File: config.mk
export PLATFORM = sky130hd
export DESIGN_NAME = seq_mult_bcd_disp_flat
export DESIGN_NICKNAME = d
export VERILOG_FILES = /design/src/rtl/seq_mult_bcd_disp_if.sv /design/src/rtl/seq_mult_bcd_disp.sv /design/src/flat_wrapper.sv
export SDC_FILE = /design/constraint.sdc
export NUM_CORES = 1
export LEC_CHECK = 0
export CAP_MARGIN = 30
export CORE_MARGIN = 2
export CORE_UTILIZATION = 31
export DETAILED_ROUTE_END_ITERATION = 10
export HOLD_SLACK_MARGIN = 0.15
export PLACE_DENSITY = 0.48
export SLEW_MARGIN = 10
export SYNTH_ARGS = -nofsm -noshare
export SYNTH_HDL_FRONTEND = slang
export SYNTH_SLANG_ARGS = --single-unit
File: constraint.sdc
create_clock -name clk -period 4 [get_ports clk]
set_input_delay 0.8 -clock clk [delete_from_list [all_inputs] [get_ports clk]]
set_output_delay 0.8 -clock clk [all_outputs]
set_load 0.01 [all_outputs]
File: src/rtl/seq_mult_bcd_disp_if.sv
// Operand/result bundle for seq_mult_bcd_disp: the start/busy/done handshake plus result outputs.
// The master issues start with a/b; the slave answers with busy, a one-cycle done and held results.
interface seq_mult_bcd_disp_if #(
    parameter int WIDTH  = 4,
    parameter int DIGITS = 3
);
    logic                  start;
    logic [WIDTH-1:0]      a;
    logic [WIDTH-1:0]      b;
    logic                  busy;
    logic                  done;
    logic [2*WIDTH-1:0]    product;
    logic [7*DIGITS-1:0]   seg;

    modport master (
        output start, a, b,
        input  busy, done, product, seg
    );

    modport slave (
        input  start, a, b,
        output busy, done, product, seg
    );
endinterface

File: src/rtl/seq_mult_bcd_disp.sv
// Sequential shift-add multiplier followed by a double-dabble BCD converter driving DIGITS
// 7-segment digits. Handshake: start is taken only in IDLE; busy covers MULT..DONE; done pulses once.
module seq_mult_bcd_disp #(
    parameter int WIDTH          = 4,
    parameter int DIGITS         = 3,
    parameter int BLANK_LZ       = 0,
    parameter int SEG_ACTIVE_LOW = 0
) (
    input  logic               clk,
    input  logic               rst_n,
    seq_mult_bcd_disp_if.slave bus
);
    localparam int PW = 2 * WIDTH;
    localparam int BW = 4 * DIGITS;
    localparam int CW = $clog2(PW + 1);

    function automatic int dec_digits(input int w);
        logic [127:0] v;
        int           n;
        v = (128'd1 << w) - 128'd1;
        v = v * v;
        n = 1;
        v = v / 128'd10;
        while (v != 128'd0) begin
            n++;
            v = v / 128'd10;
        end
        return n;
    endfunction

    localparam int NEED_DIGITS = dec_digits(WIDTH);

    generate
        if (DIGITS < NEED_DIGITS) begin : g_digits_check
            $error("seq_mult_bcd_disp: DIGITS too small for the largest WIDTH-bit product");
        end
    endgenerate

    typedef enum logic [1:0] {IDLE, MULT, CONV, DONE} state_t;

    state_t          state_q, state_d;
    logic [CW-1:0]   cnt_q;
    logic [PW-1:0]   mcand_q;
    logic [WIDTH-1:0] mplier_q;
    logic [PW-1:0]   acc_q;
    logic [PW-1:0]   acc_sum;
    logic [PW-1:0]   bin_q;
    logic [BW-1:0]   bcd_q;
    logic [BW-1:0]   bcd_adj;
    logic [BW-1:0]   bcd_shift;
    logic [PW-1:0]   product_q;
    logic [BW-1:0]   disp_q;
    logic [7*DIGITS-1:0] seg_d;
    logic            lead;
    logic [3:0]      nib;
    logic [6:0]      raw;

    function automatic logic [6:0] seg7(input logic [3:0] d);
        case (d)
            4'd0:    seg7 = 7'b1111110;
            4'd1:    seg7 = 7'b0110000;
            4'd2:    seg7 = 7'b1101101;
            4'd3:    seg7 = 7'b1111001;
            4'd4:    seg7 = 7'b0110011;
            4'd5:    seg7 = 7'b1011011;
            4'd6:    seg7 = 7'b1011111;
            4'd7:    seg7 = 7'b1110000;
            4'd8:    seg7 = 7'b1111111;
            4'd9:    seg7 = 7'b1111011;
            default: seg7 = 7'b0000000;
        endcase
    endfunction

    always_ff @(posedge clk) begin
        if (!rst_n) state_q <= IDLE;
        else        state_q <= state_d;
    end

    always_comb begin
        state_d = state_q;
        case (state_q)
            IDLE:    if (bus.start) state_d = MULT;
            MULT:    if (cnt_q == CW'(WIDTH - 1)) state_d = CONV;
            CONV:    if (cnt_q == CW'(PW - 1)) state_d = DONE;
            DONE:    state_d = IDLE;
            default: state_d = IDLE;
        endcase
    end

    always_comb begin
        acc_sum = acc_q + (mplier_q[0] ? mcand_q : {PW{1'b0}});
        bcd_adj = bcd_q;
        for (int i = 0; i < DIGITS; i++) begin
            if (bcd_q[4*i +: 4] >= 4'd5) bcd_adj[4*i +: 4] = bcd_q[4*i +: 4] + 4'd3;
        end
        bcd_shift = {bcd_adj[BW-2:0], bin_q[PW-1]};
    end

    // Result registers load only on the last conversion step, so outputs never show partial values.
    always_ff @(posedge clk) begin
        if (!rst_n) begin
            cnt_q     <= '0;
            mcand_q   <= '0;
            mplier_q  <= '0;
            acc_q     <= '0;
            bin_q     <= '0;
            bcd_q     <= '0;
            product_q <= '0;
            disp_q    <= '0;
        end else begin
            case (state_q)
                IDLE: begin
                    if (bus.start) begin
                        mcand_q  <= {{WIDTH{1'b0}}, bus.a};
                        mplier_q <= bus.b;
                        acc_q    <= '0;
                        cnt_q    <= '0;
                    end
                end
                MULT: begin
                    acc_q    <= acc_sum;
                    mcand_q  <= mcand_q << 1;
                    mplier_q <= mplier_q >> 1;
                    if (cnt_q == CW'(WIDTH - 1)) begin
                        cnt_q <= '0;
                        bin_q <= acc_sum;
                        bcd_q <= '0;
                    end else begin
                        cnt_q <= cnt_q + CW'(1);
                    end
                end
                CONV: begin
                    bcd_q <= bcd_shift;
                    bin_q <= bin_q << 1;
                    if (cnt_q == CW'(PW - 1)) begin
                        cnt_q     <= '0;
                        product_q <= acc_q;
                        disp_q    <= bcd_shift;
                    end else begin
                        cnt_q <= cnt_q + CW'(1);
                    end
                end
                default: ;
            endcase
        end
    end

    // Walk from the most significant digit down; lead stays set while only zeros have been seen.
    always_comb begin
        seg_d = '0;
        lead  = 1'b1;
        nib   = '0;
        raw   = '0;
        for (int k = DIGITS - 1; k >= 0; k--) begin
            nib = disp_q[4*k +: 4];
            if (nib != 4'd0) lead = 1'b0;
            raw = ((BLANK_LZ != 0) && lead && (k != 0)) ? 7'b0000000 : seg7(nib);
            seg_d[7*k +: 7] = (SEG_ACTIVE_LOW != 0) ? ~raw : raw;
        end
    end

    assign bus.busy    = (state_q != IDLE);
    assign bus.done    = (state_q == DONE);
    assign bus.product = product_q;
    assign bus.seg     = seg_d;
endmodule

File: src/flat_wrapper.sv
// flat-port wrapper written by rule: the top's interface ports become plain ports
module seq_mult_bcd_disp_flat 
#(
    parameter int WIDTH          = 4,
    parameter int DIGITS         = 3,
    parameter int BLANK_LZ       = 0,
    parameter int SEG_ACTIVE_LOW = 0
)
  (clk, rst_n, bus_start, bus_a, bus_b, bus_busy, bus_done, bus_product, bus_seg);
  seq_mult_bcd_disp_if #(.WIDTH(WIDTH), .DIGITS(DIGITS)) bus_i ();
  input  logic clk;
  input  logic rst_n;
  input wire logic [$bits(bus_i.start)-1:0] bus_start;
  input wire logic [$bits(bus_i.a)-1:0] bus_a;
  input wire logic [$bits(bus_i.b)-1:0] bus_b;
  output wire logic [$bits(bus_i.busy)-1:0] bus_busy;
  output wire logic [$bits(bus_i.done)-1:0] bus_done;
  output wire logic [$bits(bus_i.product)-1:0] bus_product;
  output wire logic [$bits(bus_i.seg)-1:0] bus_seg;
  assign bus_i.start = bus_start;
  assign bus_i.a = bus_a;
  assign bus_i.b = bus_b;
  assign bus_busy = bus_i.busy;
  assign bus_done = bus_i.done;
  assign bus_product = bus_i.product;
  assign bus_seg = bus_i.seg;
  seq_mult_bcd_disp #(.WIDTH(WIDTH), .DIGITS(DIGITS), .BLANK_LZ(BLANK_LZ), .SEG_ACTIVE_LOW(SEG_ACTIVE_LOW)) u_core (.clk(clk), .rst_n(rst_n), .bus(bus_i));
endmodule
==> impl_metrics.tcl <==
set metrics [dict create \
    status "finished clean" \
    fin_area_mm2 0.005637 \
    netlist_instances 571 \
    worstReg2RegStart "u_core.bcd_q[0]" \
    cp.arrival_ps 2980 \
    holdPathEnd "u_core.bin_q[2]" \
    cts_buffers 9 \
    finalWorstSetupSlack_ps 1293 \
    cp-end-kind "register" \
    path_cells "inv_1, ha_1, nor2b_1, o21ai_0, o31ai_1, and2_1, inv_1, ha_1, o21bai_1, a31oi_1, o21bai_1" \
    power_frac_clock_pct 34.5 \
    relSlewSlack_pct 42.25 \
    tns_ps 0 \
    ys_async_sr_fraction_pct 0 \
    core_mm2 0.01520 \
    tritoncts "yes" \
    syn_nets 620 \
    die_h_um 128.8 \
    period_share_pct 67.68 \
    post-dp-hpwl_um 7625 \
    final_cells 782 \
    p_per_area_mw_per_mm2 436.1 \
    hold_violations 0 \
    synth.avg_cell_area_um2 8.458 \
    antenna_cells 0 \
    slowest_stage "dfxtp_1" \
    drc 0 \
    p_comb_share_pct 25.4 \
    synth_cell_types 54 \
    seqPwrFrac_pct 40.1 \
    cts_resized 0 \
    drive_above_1_share_pct 5.892 \
    worstMarginPinSlew_ps 866.3 \
    gp_congestion 0.8154 \
    grt_pass1_vias 3767 \
    holdPathStages 2 \
    drt-met1-wl_um 5293 \
    r2r-end "u_core.raw[3]" \
    p_total_mw 2.458 \
    fmax_mhz 369.4 \
    grt_max_degree 47 \
    cts.path.max_buffers 2 \
    final_util_pct 37.08 \
    rsz0062_at_grt "false" \
    grt_pass1_wl_um 18110 \
    fill_cells 1579 \
    die_w_um 128.8 \
    p_switching_mw 0.7818 \
    port_buffers 41 \
    yosys_most_used_dff "dfxtp_1" \
    h-tree-depth 3 \
    startpoint_type "register" \
    synth_area_mm2 0.004830 \
    internal-power_mw 1.676 \
    vias_per_cell 5.042 \
    num_io_pins 42 \
    dpl_worst_slack_ps 989.2 \
    nets 639 \
    gr-usage-all-layers_pct 13.59 \
    first_iter_violations 182 \
    worst_ep_required_time_ps 4270 \
    min_path_type "reg2reg" \
    drv_slew 0 \
    num_vias 3943 \
    cp_slowest_stage_delay_ps 390 \
    rows 45 \
    synth-edff-count 0 \
    setup_viol 0 \
    routed.top_layer "met4" \
    cts_root_buffer "clkbuf_16" \
    cp_max_fo 9 \
    rrSetupSlack_ps 1290 \
    antenna_left 0 \
    layout_min_cycle_time_ps 2707 \
    met2_length_um 5007 \
    first_pass_iters 4 \
    cellLeakagePower_nw 2.091 \
    clk_pin_slew_ps 60 \
    antenna_found_initial 0 \
    r2r_cells 11 \
    swShare_pct 31.81 \
    clock_sinks 87 \
    clock_latency_ps 340 \
    clock_skew_ps 5.543 \
    wl_um 10750 \
    seq_area_frac_synth_pct 36.06 \
    syn2layout_area_growth_pct 16.71 \
    die_area_mm2 0.01659 \
    path_buf_inv 2 \
    yosysWarnings 0 \
    cts_hold_buf 0 \
    cap_violations 0 \
    dr_wl_met3_um 315 \
    critPathTopFamily "compound AO/OA/AOI/OAI gates" \
    hold_slack_ps 452.6 \
    start_util_pct 31.77 \
    post_cts.repair.setup_buffers 0 \
    ir_worst_vdd_mv 0.2099 \
    synth-seq-cells 87 \
    hp-start "u_core.bin_q[2]" \
    wl_per_cell_um 13.74 \
    placed_cell_area_mm2 0.005338 \
    globalRouteOverflowTotal 0 \
    dpl.cell_count 767 \
    critPathKind "reg2reg" \
]
## sequential cells by signal, indices dropped and copies added, names as in the netlist
register	count
u_core.state_q	2
u_core.acc_q	8
u_core.bcd_q	12
u_core.bus.product	8
u_core.cnt_q	4
u_core.bin_q	8
u_core.raw	7
u_core.mcand_q	8
u_core.mplier_q	4
u_core.disp_q	12
u_core.bus.seg	14
## routing by layer
layer | vias to the layer above | GRT usage, %
li1 | 2062 | -
met1 | 1828 | 16.96
met2 | 44 | 23.03
met3 | 9 | 3.368
met4 | 0 | 4.412
met5 | - | 0
## area by class of cell
class	count	area [um^2]	share of cell area, %
multi-input combinational	416	2796	49.61
sequential	87	1742	30.90
timing repair buffer	47	455.4	8.080
clock buffer	12	256.5	4.550
tap	188	235.2	4.173
inverter	29	108.9	1.931
clock inverter	3	42.54	0.7547
## worst min-delay path, stage by stage (launching register included)
cell and delay (ps):
dfxtp_1 310, nand2_1 50, a21oi_1 50
## cells in the mapped netlist, drive strengths merged, types with 2 or more instances
| cell type | n | share of area [%] |
|---|---|---|
| inv | 29 | 2.3 |
| o21a | 5 | 0.78 |
| mux2i | 12 | 2.5 |
| o21ai | 42 | 4.4 |
| a211oi | 16 | 2.5 |
| xor2 | 3 | 0.54 |
| o211ai | 9 | 1.4 |
| o311a | 5 | 1.0 |
| nand3 | 9 | 0.93 |
| nand2b | 7 | 0.91 |
| a21oi | 33 | 3.5 |
| o21bai | 8 | 1.2 |
| and2 | 20 | 2.6 |
| nand4b | 4 | 0.73 |
| and3 | 4 | 0.52 |
| nor2 | 40 | 3.1 |
| a21o | 5 | 0.78 |
| a32oi | 2 | 0.36 |
| clkbuf | 21 | 1.7 |
| a22oi | 13 | 2.0 |
| or3 | 3 | 0.39 |
| a31o | 3 | 0.54 |
| mux2 | 2 | 0.47 |
| nor3 | 11 | 1.1 |
| nor2b | 6 | 0.78 |
| o31ai | 12 | 2.7 |
| a31oi | 5 | 0.65 |
| dfxtp | 87 | 36 |
| a2bb2oi | 4 | 0.73 |
| and3b | 4 | 0.73 |
| nor3b | 7 | 1.1 |
| or4 | 2 | 0.31 |
| or2 | 5 | 0.65 |
| xnor2 | 8 | 1.5 |
| nand2 | 57 | 4.5 |
| ha | 37 | 9.6 |
| buf | 18 | 2.0 |
| o22ai | 4 | 0.52 |
## cells by family after synthesis
group	share of synthesized area, %
and+or+nand+nor	18.73
AOI/OAI and AO/OA	24.22
DFF	36.06
buffers and inverters	6.036
adders and majority gates	10.00
muxes	2.953
xor gates and xnor gates	1.995
## worst max-delay path by stage
stage / from / to / slack, ps / cells past startpoint
detailed placement: rst_n / u_core.bus.seg[13] / 990 / 7
global route: u_core.bcd_q[0] / u_core.raw[3] / 1000 / 11
global placement: rst_n / u_core.raw[0] / 1030 / 5
CTS: u_core.state_q[0] / u_core.raw[0] / 1230 / 8
floorplan: u_core.state_q[0] / u_core.bus.seg[17] / 1570 / 14
finish: u_core.bcd_q[0] / u_core.raw[3] / 1290 / 11
## power groups by stage
stage | clock (mW) | sequential [mW] | combinational (mW)
after floorplan | 0 | 0.987 | 0.482
after global placement | 0 | 1.00 | 0.632
after detailed placement | 0 | 1.01 | 0.635
after CTS | 0.879 | 0.986 | 0.636
after global routing | 0.909 | 0.995 | 0.711
final | 0.848 | 0.985 | 0.625
## cells in the final DEF (no fill, tap or decap), drive strengths merged, types with 11 or more instances in the layout
master and instances:
a21oi 33, clkbuf 12, a211oi 16, inv 29, and2 20, nor3 11
nand2 57, nor2 40, clkdlybuf4s50 41, dfxtp 87, ha 37, mux2i 12
o21ai 42, a22oi 13, o31ai 12
(Power assumes the default switching activity.)
==> edit: new RTL, config.mk and constraints unchanged <==
`DIGITS` is set to 3 in 3 places; all go to 6.
--- a/src/rtl/seq_mult_bcd_disp_if.sv
+++ b/src/rtl/seq_mult_bcd_disp_if.sv
@@ -3,5 +3,5 @@
 interface seq_mult_bcd_disp_if #(
     parameter int WIDTH  = 4,
-    parameter int DIGITS = 3
+    parameter int DIGITS = 6
 );
     logic                  start;
--- a/src/rtl/seq_mult_bcd_disp.sv
+++ b/src/rtl/seq_mult_bcd_disp.sv
@@ -3,5 +3,5 @@
 module seq_mult_bcd_disp #(
     parameter int WIDTH          = 4,
-    parameter int DIGITS         = 3,
+    parameter int DIGITS         = 6,
     parameter int BLANK_LZ       = 0,
     parameter int SEG_ACTIVE_LOW = 0
--- a/src/flat_wrapper.sv
+++ b/src/flat_wrapper.sv
@@ -3,5 +3,5 @@
 #(
     parameter int WIDTH          = 4,
-    parameter int DIGITS         = 3,
+    parameter int DIGITS         = 6,
     parameter int BLANK_LZ       = 0,
     parameter int SEG_ACTIVE_LOW = 0
Interface: changed (resized bus_seg); port bits go from 42 to 63. The function was not compared with the original's and may differ.
==> edit against the original RTL <==
- sequential cell count increased by 45
- synthesized cell count increased by 51%
- synthesized area increased by 53%
- sequential power increased by 43%
- total power increased by 47%
- non-clock buffer count increased by 28
- routed wire length increased by 60%
- design area increased by 57%
- setup slack got worse by 0.098 ns
- largest cell class unchanged
==> edit: results (changes against the original RTL) <==
\begin{tabular}{lr}
\hline
Metric & Value \\
\hline
\multicolumn{2}{l}{\textbf{Global routing}} \\
\quad Maximum number of pins on one net before global-route repair & 53 (was 47) \\
\quad Number of global-route vias before repair & 5824 (was 3767) \\
\quad Global-route total usage across every layer & 14.5\% (was 13.6\%) \\
\multicolumn{2}{l}{\textbf{Placed design}} \\
\quad IO Port Bufs & 62 (was 41) \\
\quad Setup slack at placement & 1.20 ns (was 0.989 ns) \\
\quad Detail Placement HPWL & 12000 um (was 7620 um) \\
\quad Final RePlAce weighted congestion & 0.759 (was 0.815) \\
\multicolumn{2}{l}{\textbf{Critical path}} \\
\quad Maximum fanout along the worst path & 21 (was 9) \\
\quad Worst setup endpoint & u\_core.raw[1]\$\_DFF\_P\_ (was u\_core.raw[3]\$\_DFF\_P\_) \\
\quad Arrival @ worst endpoint & 3.15 ns (was 2.98 ns) \\
\quad Path depth of the worst reg2reg path & 12 (was 11) \\
\multicolumn{2}{l}{\textbf{Detailed routing}} \\
\quad Routed via count & 6020 (was 3943) \\
\quad Routed wire length & 17100 um (was 10700 um) \\
\multicolumn{2}{l}{\textbf{Yosys}} \\
\quad Count of cell types in the netlist & 61 (was 54) \\
\quad Top post-synthesis cells by area & sky130\_fd\_sc\_hd\_\_dfxtp\_1 36\%, sky130\_fd\_sc\_hd\_\_ha\_1 10\%, sky130\_fd\_sc\_hd\_\_o21ai\_0 4.8\% (was sky130\_fd\_sc\_hd\_\_dfxtp\_1 36\%, sky130\_fd\_sc\_hd\_\_ha\_1 9.6\%, sky130\_fd\_sc\_hd\_\_nand2\_1 4.4\%) \\
\quad Post-synthesis cell count & 861 (was 571) \\
\quad Share of synthesized area occupied by flip-flops and latches & 35.8\% (was 36.1\%) \\
\multicolumn{2}{l}{\textbf{Final layout}} \\
\quad Number of flip-flops under the largest register name & 35 (was 14) \\
\quad Ratio of cells with drive above 1 in the final layout & 7.35\% (was 5.89\%) \\
\quad Number of nets in the final layout & 973 (was 639) \\
\multicolumn{2}{l}{\textbf{Clock network}} \\
\quad Clock latency at the later pin of the worst-skew pair & 0.42 ns (was 0.34 ns) \\
\quad Cts bufs inserted & 17 (was 9) \\
\multicolumn{2}{l}{\textbf{STA}} \\
\quad Worst Skew & 0.00962 ns (was 0.00554 ns) \\
\quad Worst hold slack & 0.454 ns (was 0.453 ns) \\
\multicolumn{2}{l}{\textbf{Status}} \\
\quad Outcome & complete, no violations (unchanged) \\
\multicolumn{2}{l}{\textbf{Pwr}} \\
\quad Static leakage & 3.36 nW (was 2.09 nW) \\
\hline
\end{tabular}
==> edit: cell count changes after synthesis, moves of 9 or more <==
cell	delta
sky130_fd_sc_hd__nand2b_1	+13
sky130_fd_sc_hd__nor3_1	+12
sky130_fd_sc_hd__inv_1	+12
sky130_fd_sc_hd__nand3_1	+17
sky130_fd_sc_hd__o21bai_1	+9
sky130_fd_sc_hd__xnor2_1	+9
sky130_fd_sc_hd__nor2_1	+19
sky130_fd_sc_hd__o21ai_0	+29
sky130_fd_sc_hd__ha_1	+24
sky130_fd_sc_hd__dfxtp_1	+45
==> edit: cell families after synthesis <==
family | count (synthesis) | share of synthesized area, %
AOI/OAI and AO/OA | 261 | 24.1
DFF | 132 | 35.8
and+or+nand+nor | 273 | 19.3
xor gates and xnor gates | 17 | 2.02
muxes | 18 | 2.49
buffers and inverters | 98 | 5.68
adders and majority gates | 62 | 10.6
==> edit: routing by layer <==
metal,global-route usage (%),vias up,wire [um]
met5,0,-,0
met4,4.68,0,248
met3,2.86,19,450
met2,24.3,79,8040
met1,18.6,2793,8400
li1,-,3129,-
==> edit: how the worst min path moves through the flow <==
stage	from	end	depth (start not counted)
3_5_place_dp	u_core.bus.product[4]$_SDFFE_PN0P_	u_core.bus.product[4]$_SDFFE_PN0P_	2
4_1_cts	u_core.bus.product[5]$_SDFFE_PN0P_	u_core.bus.product[5]$_SDFFE_PN0P_	2
3_3_place_gp	u_core.bin_q[2]$_SDFFE_PN0P_	u_core.bin_q[2]$_SDFFE_PN0P_	2
5_1_grt	u_core.bus.product[7]$_SDFFE_PN0P_	u_core.bus.product[7]$_SDFFE_PN0P_	2
2_1_floorplan	u_core.bin_q[0]$_SDFFE_PN0P_	u_core.bin_q[0]$_SDFFE_PN0P_	2
6_report	u_core.bus.product[5]$_SDFFE_PN0P_	u_core.bus.product[5]$_SDFFE_PN0P_	2
==> edit: tightest hold or removal path, cell delays in order (launching register included) <==
cell,delay [ns]
sky130_fd_sc_hd__dfxtp_1,0.30
sky130_fd_sc_hd__nand2_1,0.05
sky130_fd_sc_hd__a21oi_1,0.05
==> edit: cell type report <==
type,instances,area [um^2]
clock buffer,20,447
inverter,43,161
clock inverter,11,159
sequential,132,2640
timing repair buffer,75,726
fill,2439,14500
tap,319,399
multi-input combinational,631,4320
==> edit: power breakdown <==
group	total (mW)	switching, mW	internal [mW]
registers	1.41	0.0429	1.37
clock network	1.62	0.573	1.05
logic	0.578	0.377	0.201
total	3.61	0.993	2.62
==> edit: through the flow <==
step	utilization [%]	area [um^2]
6_report	37.8	8850
2_1_floorplan	-	7380
3_5_place_dp	35.2	8250
3_3_place_gp	35.2	8250
4_1_cts	37.8	8850
5_1_grt	37.8	8850
